## config.mk

```make
export PLATFORM = sky130hd
export DESIGN_NAME = ex_result_stage
export DESIGN_NICKNAME = d
export VERILOG_FILES = /design/src/rtl/ex_result_stage_pkg.sv /design/src/rtl/ex_result_stage_cond_eval.sv /design/src/rtl/ex_result_stage.sv
export SDC_FILE = /design/constraint.sdc
export NUM_CORES = 1
export LEC_CHECK = 0
export CORE_ASPECT_RATIO = 0.75
export CORE_MARGIN = 1.5
export CORE_UTILIZATION = 32
export CTS_CLUSTER_SIZE = 25
export DETAILED_ROUTE_END_ITERATION = 10
export SLEW_MARGIN = 40
export SYNTH_ARGS = -nofsm -noshare
export SYNTH_HDL_FRONTEND = slang
export SYNTH_SLANG_ARGS = --single-unit
```

## constraint.sdc

```tcl
create_clock -name clk -period 3.18 [get_ports clk]
set_clock_uncertainty 0.2 [all_clocks]
set_input_delay 0.636 -clock clk [delete_from_list [all_inputs] [get_ports clk]]
set_output_delay 0.636 -clock clk [all_outputs]
set_load 0.02 [all_outputs]
```

## src/rtl/ex_result_stage_pkg.sv

```systemverilog
// Shared types for the execute-stage result buffer: condition and overflow-check
// encodings, buffer depth and the signed-overflow helper.
package ex_result_stage_pkg;

    typedef enum logic [2:0] {
        COND_EQ = 3'd0,
        COND_LT = 3'd1,
        COND_NE = 3'd2,
        COND_LE = 3'd3,
        COND_GT = 3'd4,
        COND_GE = 3'd5,
        COND_HI = 3'd6,
        COND_HE = 3'd7
    } cond_e;

    typedef enum logic [1:0] {
        OVL_NONE = 2'd0,
        OVL_SGN  = 2'd1,
        OVL_UADD = 2'd2,
        OVL_USUB = 2'd3
    } ovl_e;

    localparam int DEPTH = 2;

    // Two's-complement overflow: operands agree in sign, result sign differs.
    function automatic logic signed_ovf(input logic sa, input logic sb, input logic msb);
        return (sa == sb) && (msb != sa);
    endfunction

endpackage

```

## src/rtl/ex_result_stage_cond_eval.sv

```systemverilog
// Combinational evaluation of the instruction's compare condition and the
// arithmetic-overflow trap from the ALU status flags.
module ex_result_stage_cond_eval
    import ex_result_stage_pkg::*;
(
    input  logic       c,
    input  logic       n,
    input  logic       z,
    input  logic       sa,
    input  logic       sb,
    input  logic       msb,
    input  logic [2:0] cond,
    input  logic [1:0] ovl,
    output logic       cond_true,
    output logic       trap
);

    logic v;
    logic lt;

    assign v  = signed_ovf(sa, sb, msb);
    assign lt = n ^ v;

    always_comb begin
        cond_true = 1'b0;
        case (cond_e'(cond))
            COND_EQ: cond_true = z;
            COND_LT: cond_true = lt;
            COND_NE: cond_true = ~z;
            COND_LE: cond_true = lt | z;
            COND_GT: cond_true = ~(lt | z);
            COND_GE: cond_true = ~lt;
            COND_HI: cond_true = c & ~z;
            COND_HE: cond_true = c;
        endcase
    end

    always_comb begin
        trap = 1'b0;
        case (ovl_e'(ovl))
            OVL_NONE: trap = 1'b0;
            OVL_SGN:  trap = v;
            OVL_UADD: trap = c;
            OVL_USUB: trap = ~c;
        endcase
    end

endmodule

```

## src/rtl/ex_result_stage.sv

```systemverilog
// Execute-stage result buffer: captures ALU results with condition/trap status into
// a 2-entry skid FIFO towards write-back and offers a register-forwarding lookup.
module ex_result_stage
    import ex_result_stage_pkg::*;
#(
    parameter int WIDTH  = 32,
    parameter int RIDX_W = 4
) (
    input  logic              clk,
    input  logic              rst,
    input  logic              flush,
    input  logic              in_valid,
    output logic              in_ready,
    input  logic [0:WIDTH-1]  in_res,
    input  logic              in_c,
    input  logic              in_n,
    input  logic              in_z,
    input  logic              in_sa,
    input  logic              in_sb,
    input  logic [2:0]        in_cond,
    input  logic [1:0]        in_ovl,
    input  logic [RIDX_W-1:0] in_rd,
    input  logic              in_wen,
    output logic              out_valid,
    input  logic              out_ready,
    output logic [0:WIDTH-1]  out_res,
    output logic [RIDX_W-1:0] out_rd,
    output logic              out_wen,
    output logic              out_cond,
    output logic              out_trap,
    input  logic [RIDX_W-1:0] q_rd,
    output logic              q_hit,
    output logic [0:WIDTH-1]  q_res
);

    typedef struct packed {
        logic [0:WIDTH-1]  res;
        logic [RIDX_W-1:0] rd;
        logic              wen;
        logic              cond;
        logic              trap;
    } entry_t;

    entry_t     ent_reg [DEPTH];
    logic       head_reg;
    logic [1:0] count_reg;

    logic   cond_true;
    logic   trap;
    logic   push;
    logic   pop;
    logic   tail;
    entry_t new_ent;
    entry_t head_ent;

    ex_result_stage_cond_eval u_cond_eval (
        .c         (in_c),
        .n         (in_n),
        .z         (in_z),
        .sa        (in_sa),
        .sb        (in_sb),
        .msb       (in_res[0]),
        .cond      (in_cond),
        .ovl       (in_ovl),
        .cond_true (cond_true),
        .trap      (trap)
    );

    assign in_ready = (count_reg < 2'd2);
    assign push     = in_valid & in_ready;
    assign pop      = out_valid & out_ready;
    // Next free slot; with one entry it is the slot after head, even when head pops.
    assign tail     = head_reg ^ count_reg[0];

    always_comb begin
        new_ent      = '0;
        new_ent.res  = in_res;
        new_ent.rd   = in_rd;
        new_ent.wen  = in_wen & ~trap;
        new_ent.cond = cond_true;
        new_ent.trap = trap;
    end

    always_ff @(posedge clk or posedge rst) begin
        if (rst) begin
            head_reg  <= 1'b0;
            count_reg <= 2'd0;
            for (int i = 0; i < DEPTH; i++) begin
                ent_reg[i] <= '0;
            end
        end else if (flush) begin
            count_reg <= 2'd0;
        end else begin
            if (push) begin
                ent_reg[tail] <= new_ent;
            end
            if (pop) begin
                head_reg <= ~head_reg;
            end
            count_reg <= count_reg + {1'b0, push} - {1'b0, pop};
        end
    end

    assign head_ent  = ent_reg[head_reg];
    assign out_valid = (count_reg != 2'd0);
    assign out_res   = out_valid ? head_ent.res  : '0;
    assign out_rd    = out_valid ? head_ent.rd   : '0;
    assign out_wen   = out_valid & head_ent.wen;
    assign out_cond  = out_valid & head_ent.cond;
    assign out_trap  = out_valid & head_ent.trap;

    logic [DEPTH-1:0] ent_vld;
    logic [DEPTH-1:0] fwd_match;

    genvar gi;
    generate
        for (gi = 0; gi < DEPTH; gi++) begin : g_fwd
            assign ent_vld[gi]   = (count_reg == 2'd2) ||
                                   ((count_reg == 2'd1) && (head_reg == 1'(gi)));
            assign fwd_match[gi] = ent_vld[gi] && ent_reg[gi].wen && (ent_reg[gi].rd == q_rd);
        end
    endgenerate

    // The non-head slot is only valid when full, and then it holds the younger entry.
    always_comb begin
        q_res = '0;
        if (fwd_match[head_reg]) begin
            q_res = ent_reg[head_reg].res;
        end
        if (fwd_match[~head_reg]) begin
            q_res = ent_reg[~head_reg].res;
        end
    end

    assign q_hit = |fwd_match;

endmodule
```

# == After elaboration in Yosys (flattened, before gate mapping) ==
# Index checks and enable logic that the tools add are counted.
# word_totals
ram_bits,0
word_cells,93
rom_bits,0
out_inout_bits,74
n_memories,0
regBits,81
latchBits,0
# classes
n_reduce_logical,16
magnitude_cmp,7
add_sub_neg,2
shift,0
eq_ne,16
n_mux,20
n_bitwise,20
mul,0
n_div,0
# op_table
operator,count
two-way mux 39 bit,7
two-way mux 32 bit,3
bitwise mux 78 bit,1
demux 39 bit (select 1 bit),1
== test 3 bit (second input constant),4
== test 4 bit,2
logical AND 1 bit,8
case mux 1 bit (8 select lines),1
AND 1 bit,7
NOT 1 bit,7
== test 2 bit (second input constant),3
== test 3 x 2 -> 1 bit (second input constant),2
greater-or-equal comparator 2 bit (second input constant),3
NOT 1 -> 2 bit,3
== test 2 x 1 -> 1 bit (second input constant),2
< comparator 1 x 2 -> 1 bit (second input constant),2
two-way mux 1 bit,4
two-way mux 4 bit,1
case mux 1 bit (4 select lines),1
AND reduction 2 bit,2
== test 3 x 1 -> 1 bit (second input constant),1
zero test 3 bit,1
adder 2 x 1 -> 2 bit,1
zero test 2 bit,1
other kinds (11),13

# == Depth between registers and ports, before layout ==
# Gate-level depths: netlist (run 1).
# logic_depth
depth_word,9
mapped_depth,8
mapped_depth_nobuf,8

# == Modules after synthesis ==
# Synthesis (run 1) repeated with hierarchy kept, for this count alone.
# hier_totals
cells_unflattened,367
hier_area_um2,4438.0
# by_module_without_submodules
mod,cells_per_inst,area_per_inst_um2,seq_area_each_um2,instances
ex_result_stage,348,4319.1,2026.9,1
ex_result_stage_cond_eval,19,118.9,0.0,1

# == Least setup slack after synthesis (run 1) ==
# Ideal clock, no wire load.
# synth_timing
path_type,input port to output port
start,input q_rd[1]
end,output q_res[10] (netlist name)
path_buffers,1
slack_ns,0.519
arrival_time_ns,1.825
path_stages,6
cell_sequence,xor2_1 > nor3_1 > o2111ai_1 > a21oi_1 > buf_2 > a22o_1
# synth_via
elab_chain_len,6
# synth_lines
element,line_no,rtl
start: declaration,ex_result_stage.sv:31,"input logic [RIDX_W-1:0] q_rd,"
== test 4 bit,ex_result_stage.sv:120,assign fwd_match[gi] = ent_vld[gi] && ent_reg[gi].wen && (ent_reg[gi].rd == q_rd);
logical AND 1 bit,ex_result_stage.sv:120,
two-way mux 1 bit (not written as such) (2 in a row),ex_result_stage.sv:127,if (fwd_match[head_reg]) begin
two-way mux 32 bit,ex_result_stage.sv:127,
two-way mux 32 bit *,ex_result_stage.sv:130,if (fwd_match[~head_reg]) begin
end: declaration,ex_result_stage.sv:33,output logic [0:WIDTH-1] q_res
# Every way passes the cells marked *; elsewhere a longest branch is shown, timed or not. The select of a mux whose other input is x is not followed.

# == Final worst setup path (run 1) ==
# layout_timing
start,input q_rd[2]
end,output q_res[6] (netlist name)
# Same word-level chain as after synthesis.

==> results.toml, run 1 <==
[run_status]
status = "finished clean"

[timing]
rsz0062_at_grt = "true"
slew_viol_final = 0
fin_setup_tns_ns = 0
slew-limit-headroom = 0.601
fin_crit_sh = 0.966
hold_viol_final = 0
fmax_ghz = 0.325
worst_slack_ns = 0.108
tightest_slew_ns = 0.598
hold_ws_ns = 0.302
layout_min_cycle_time_ns = 3.07
finalSetupViolations = 0

[yosys]
synth_cells = 355
yosys.area_share.simple = 0.0744
synth_edf_count = 0
ys_warn_count = 0
ys_seq_area_frac = 0.476
synth-seq-cells = 81
ys_async_sr_fraction = 1.00
synthMuxAreaShare = 0.301
syn_area_per_cell_sq_um = 12.0
syn_area_sq_um = 4250
synth-main-ff-cell = "dfrtp_1"
synth_top_family_by_area = "multiplexers"
syn_nets = 413
ys_types = 34
synth_compound_area_frac = 0.0835
synthAdderAreaFrac = 0.00588
synthXorXnorAreaFrac = 0.0268

[floorplan]
die_width_um = 136
io_pins = 130
die_h_um = 103
start_util = 0.328
core_sq_um = 13000
std_cell_rows = 36
die_area_sq_um = 14000

[clocking]
clockBufferDepth = 2
cts-root-buf = "clkbuf_16"
clock_latency_ns = 0.33
hold_buffers = 0
clk_pin_slew_ns = 0.05
cts_buffers = 9
cts-htree-levels = 3
clock-sinks = 81
cts_tree = "yes"

[placed_design]
gp_congestion = 0.760
dp_slack_ns = -0.633
portBuffers = 129
hpwl_um = 7330

[power]
p_seq_frac = 0.348
switching_share = 0.367
p_clk_frac = 0.177
ir_drop_mv = 0.367
power_frac_comb = 0.475
internal_power_mw = 3.57
p_leak_nw = 2.76
p_total_mw = 5.64
p_per_area_nw_per_um2 = 909
power_switching_mw = 2.07

[global_route]
grtUsageTotal = 0.169
gr-total-overflow = 0
grt_max_degree = 40
antenna_found_initial = 0
grt_pass1_wl_um = 17900
first_global_vias = 3303

[min_path]
hold_path_class = "flip-flop to flip-flop"

[final_layout]
post-route-util = 0.479
synthToLayoutAreaGrowth_pct = 45.9
diodes = 0
final_common_cell = "clkdlybuf4s50_1"
layout.nets = 553
largest_register_ffs = 78
n_fill_cell = 1183
drive_above_1_share = 0.316
final_cell_mix = "clkdlybuf4s50_1, dfrtp_1, mux2_2, nor2_1, mux2i_1"

[routing]
firstDrtPassIters = 4
wire_per_inst_um = 17.5
wl_um = 11800
drc = 0
vias_per_cell = 4.92
vias = 3302
drt_iter0_markers = 101
ant_nets = 0

[worst_setup_path]
cp-start-kind = "input port"
worstSetupPathType = "input port to output port"
crit_fanout = 6
cp-end-kind = "output port"
worstPathRequired_ns = 2.34
worst_ep_arrival_time_ns = 2.24

[run]
drv_cap = 0
power by group through the flow:
stage | registers [mW] | clock network, mW | logic (mW)
global route | 2.05 | 1.09 | 2.88
global placement | 1.95 | 0 | 2.63
floorplan | 1.85 | 0 | 1.75
finish | 1.96 | 1.00 | 2.68
CTS | 1.96 | 1.04 | 2.71
detailed placement | 1.97 | 0 | 2.67
cell usage after synthesis, drive strengths merged (2+ instances only):
cell | count | area, sq um
o21ai | 3 | 15.0
dfrtp | 81 | 2030
ha | 2 | 25.0
nor2 | 45 | 169
nor2b | 7 | 43.8
clkbuf | 10 | 37.5
xor2 | 8 | 70.1
buf | 13 | 76.3
xnor2 | 5 | 43.8
nand2b | 2 | 12.5
mux2i | 39 | 390
inv | 6 | 22.5
nand2 | 6 | 22.5
mux2 | 79 | 890
a22o | 33 | 289
stage by stage:
step                      instance area, sq um  cells
after detailed placement                  5830    646
after global routing                      6210    671
after floorplan                           4250    355
after global placement                    5830    646
final                                     6210    671
after CTS                                 6140    671
logic make-up (layout without fill, tap and decap cells):
group	after synthesis	in the layout
AOI/OAI and AO/OA	43	43
xor gates and xnor gates	13	13
buffers and inverters	29	174
muxes	118	118
DFF	81	81
and+or+nand+nor	69	69
adders and majority gates	2	2
worst max-delay path: stages:
cell,delay [ns]
clkdlybuf4s15_2,0.21
xor2_1,0.15
nor3_2,0.16
o2111ai_2,0.17
buf_4,0.18
a21oi_4,0.14
buf_6,0.16
buf_12,0.13
a22o_1,0.13
buf_2,0.17
layer usage:
metal  vias to the layer above  share of wire  GRT usage
li1                       1561              -          -
met1                      1634           0.47      0.231
met2                        97           0.46      0.273
met3                        10          0.064     0.0452
met4                         0         0.0063     0.0344
met5                         -              0          0
final timing paths:
kind / endpoint / slack, ns / start / depth (start not counted)
max in group asynchronous: ent_reg[45] / 1.65 / rst / 3
min in group asynchronous: ent_reg[29] / 0.49 / rst / 2
min: ent_reg[39] / 0.30 / ent_reg[39] / 1
max reg2reg: ent_reg[31] / 0.64 / head_reg / 5
max: q_res[6] / 0.11 / q_rd[2] / 10
min reg2reg: ent_reg[39] / 0.30 / ent_reg[39] / 1
cell type report:
class | count | area [sq um] | area share
Timing Repair Buffer | 152 | 1500 | 0.241
Multi-Input combinational cell | 245 | 2160 | 0.347
Inverter | 6 | 23.8 | 0.00383
Clock buffer | 10 | 229 | 0.0369
Clock inverter | 6 | 58.8 | 0.00947
Sequential cell | 81 | 2030 | 0.327
Tap cell | 171 | 214 | 0.0345
what timing repair did:
| action | CTS | global route |
|---|---|---|
| hold endpoints to repair | 0 | 0 |
| pin swaps | 11 | 9 |
| setup buffers | 6 | 0 |
| gates resized for setup | 161 | 16 |
| gates cloned | 3 | 2 |
| endpoints found under the setup margin | 33 | 42 |
(Power assumes the default switching activity.)
==> inputs of run 2 (changes only) <==
==> constraint.sdc (replaced) <==
create_clock -name clk -period 3.18 [get_ports clk]
set_clock_uncertainty 0.2 [all_clocks]
set_input_delay 0.636 -clock clk [delete_from_list [all_inputs] [get_ports clk]]
set_output_delay 0.636 -clock clk [all_outputs]
set_load 0.005 [all_outputs]
==> results.toml, run 2 (same netlist as run 1, synthesis figures left out) <==
[floorplan]
die_width_um = 136
core_sq_um = 13000
die_area_sq_um = 14000
die_h_um = 103
io_pins = 130
std_cell_rows = 36
start_util = 0.328

[placed_design]
gp_congestion = 0.755
hpwl_um = 7490
dp_slack_ns = -0.571
portBuffers = 129
placed_cells = 649

[worst_setup_path]
reg2reg_depth = 5
worstSetupPathType = "input port to output port"
r2r_slack_ns = 0.62
r2r_end = "ent_reg[5]"
worstReg2RegStart = "head_reg"
worstPathRequired_ns = 2.34
cp-end-kind = "output port"
worst_ep_arrival_time_ns = 2.30
cp-start-kind = "input port"
crit_fanout = 8

[final_layout]
layout.nets = 562
largest_register_ffs = 78
drive_above_1_share = 0.322
final_common_cell = "clkdlybuf4s50_1"
fin_cells = 680
diodes = 0
final_cell_mix = "clkdlybuf4s50_1, dfrtp_1, mux2_2, nor2_1, mux2i_1"
n_fill_cell = 1188
synthToLayoutAreaGrowth_pct = 48.4

[min_path]
whs_path_depth = 1
hold_path_class = "flip-flop to flip-flop"
min_to = "ent_reg[39]"
hold_start = "ent_reg[39]"

[power]
p_per_area_nw_per_um2 = 884
p_leak_nw = 2.79
power_switching_mw = 1.76
switching_share = 0.315
power_frac_comb = 0.425
internal_power_mw = 3.82
p_clk_frac = 0.224
p_seq_frac = 0.351
ir_drop_mv = 0.301

[timing]
layout_min_cycle_time_ns = 3.13
rsz0062_at_grt = "false"
fin_crit_sh = 0.985
finalSetupViolations = 0
slew-limit-headroom = 0.540
slew_viol_final = 0
worst_slack_ns = 0.0489
hold_viol_final = 0
tightest_slew_ns = 0.690
fmax_ghz = 0.319
fin_setup_tns_ns = 0

[global_route]
grt_max_degree = 37
antenna_found_initial = 0
grt_pass1_wl_um = 18300
grtUsageTotal = 0.174
first_global_vias = 3505
gr-total-overflow = 0

[clocking]
clk_pin_slew_ns = 0.06
cts_buffers = 9
cts-root-buf = "clkbuf_16"
clock-sinks = 81
clock_latency_ns = 0.33
clockBufferDepth = 2
cts-htree-levels = 3
cts_tree = "yes"
hold_buffers = 0

[routing]
wire_per_inst_um = 17.3
ant_nets = 0
firstDrtPassIters = 4
vias_per_cell = 4.92
drc = 0
drt_iter0_markers = 99
vias = 3348
wl_um = 11800

[run_status]
status = "finished clean"

[run]
drv_cap = 0
run 2: cell count changes in the layout (fill, tap and decap cells not counted), sizes merged:
cell,change
clkdlybuf4s15,+2
bufinv,+3
clkdlybuf4s50,+1
clkinvlp,+1
buf,-4
clkinv,-5
dlygate4sd2,-1
clkbuf,+12
run 2: critical path, cell delays in order:
cell and delay [ns]:
buf_2 0.13, xor2_2 0.18, nor3_2 0.23, o2111ai_2 0.17
o21a_4 0.25, buf_6 0.14, buf_8 0.13, a22o_1 0.23
clkdlybuf4s15_1 0.20
run 2: metrics by stage:
stage,utilization,hold slack (ns),instance area (sq um),power [mW]
after global placement,0.450,0.286,5840,4.25
final,0.487,0.303,6310,5.58
after detailed placement,0.450,0.293,5840,4.31
after floorplan,-,0.279,4250,3.29
after global routing,0.487,0.323,6310,5.98
after CTS,0.489,0.306,6340,5.62
run 2: cell type report:
| class | count | area [sq um] | share of cell area |
|---|---|---|---|
| Inverter | 6 | 26.3 | 0.00416 |
| Clock inverter | 5 | 128 | 0.0202 |
| Sequential cell | 81 | 2030 | 0.321 |
| Multi-Input combinational cell | 245 | 2160 | 0.342 |
| Timing Repair Buffer | 161 | 1530 | 0.242 |
| Clock buffer | 11 | 233 | 0.0369 |
| Tap cell | 171 | 214 | 0.0339 |
run 2: power by group through the flow:
stage / Combinational [mW] / Clock, mW / Sequential (mW)
CTS: 2.39 / 1.28 / 1.95
detailed placement: 2.34 / 0 / 1.97
global placement: 2.30 / 0 / 1.95
floorplan: 1.44 / 0 / 1.85
finish: 2.37 / 1.25 / 1.96
global route: 2.61 / 1.32 / 2.04
run 2: metal layers:
| layer | up-vias | global-route usage | share of wire |
|---|---|---|---|
| met5 | - | 0 | 0 |
| met4 | 0 | 0.0311 | 0.0066 |
| met3 | 8 | 0.0526 | 0.062 |
| met2 | 93 | 0.289 | 0.47 |
| met1 | 1673 | 0.226 | 0.46 |
| li1 | 1574 | - | - |
run 2: how the worst max path moves through the flow:
| stage | slack, ns | cells past startpoint | startpoint | to |
|---|---|---|---|---|
| 3_3_place_gp | -0.54 | 9 | q_rd[1] | q_res[6] |
| 2_1_floorplan | 0.26 | 1 | rst | count_reg[0] |
| 5_1_grt | 0.002 | 10 | q_rd[2] | q_res[0] |
| 6_report | 0.05 | 9 | q_rd[2] | q_res[31] |
| 3_5_place_dp | -0.57 | 9 | q_rd[1] | q_res[6] |
| 4_1_cts | -0.02 | 9 | q_rd[2] | q_res[1] |
run 2: what timing repair did:
item	4_1_cts	5_1_grt
resized for setup	126	23
setup endpoints to repair	33	32
endpoints found under the hold margin	0	0
gates cloned	4	1
pin swaps	14	8
buffers inserted	12	1
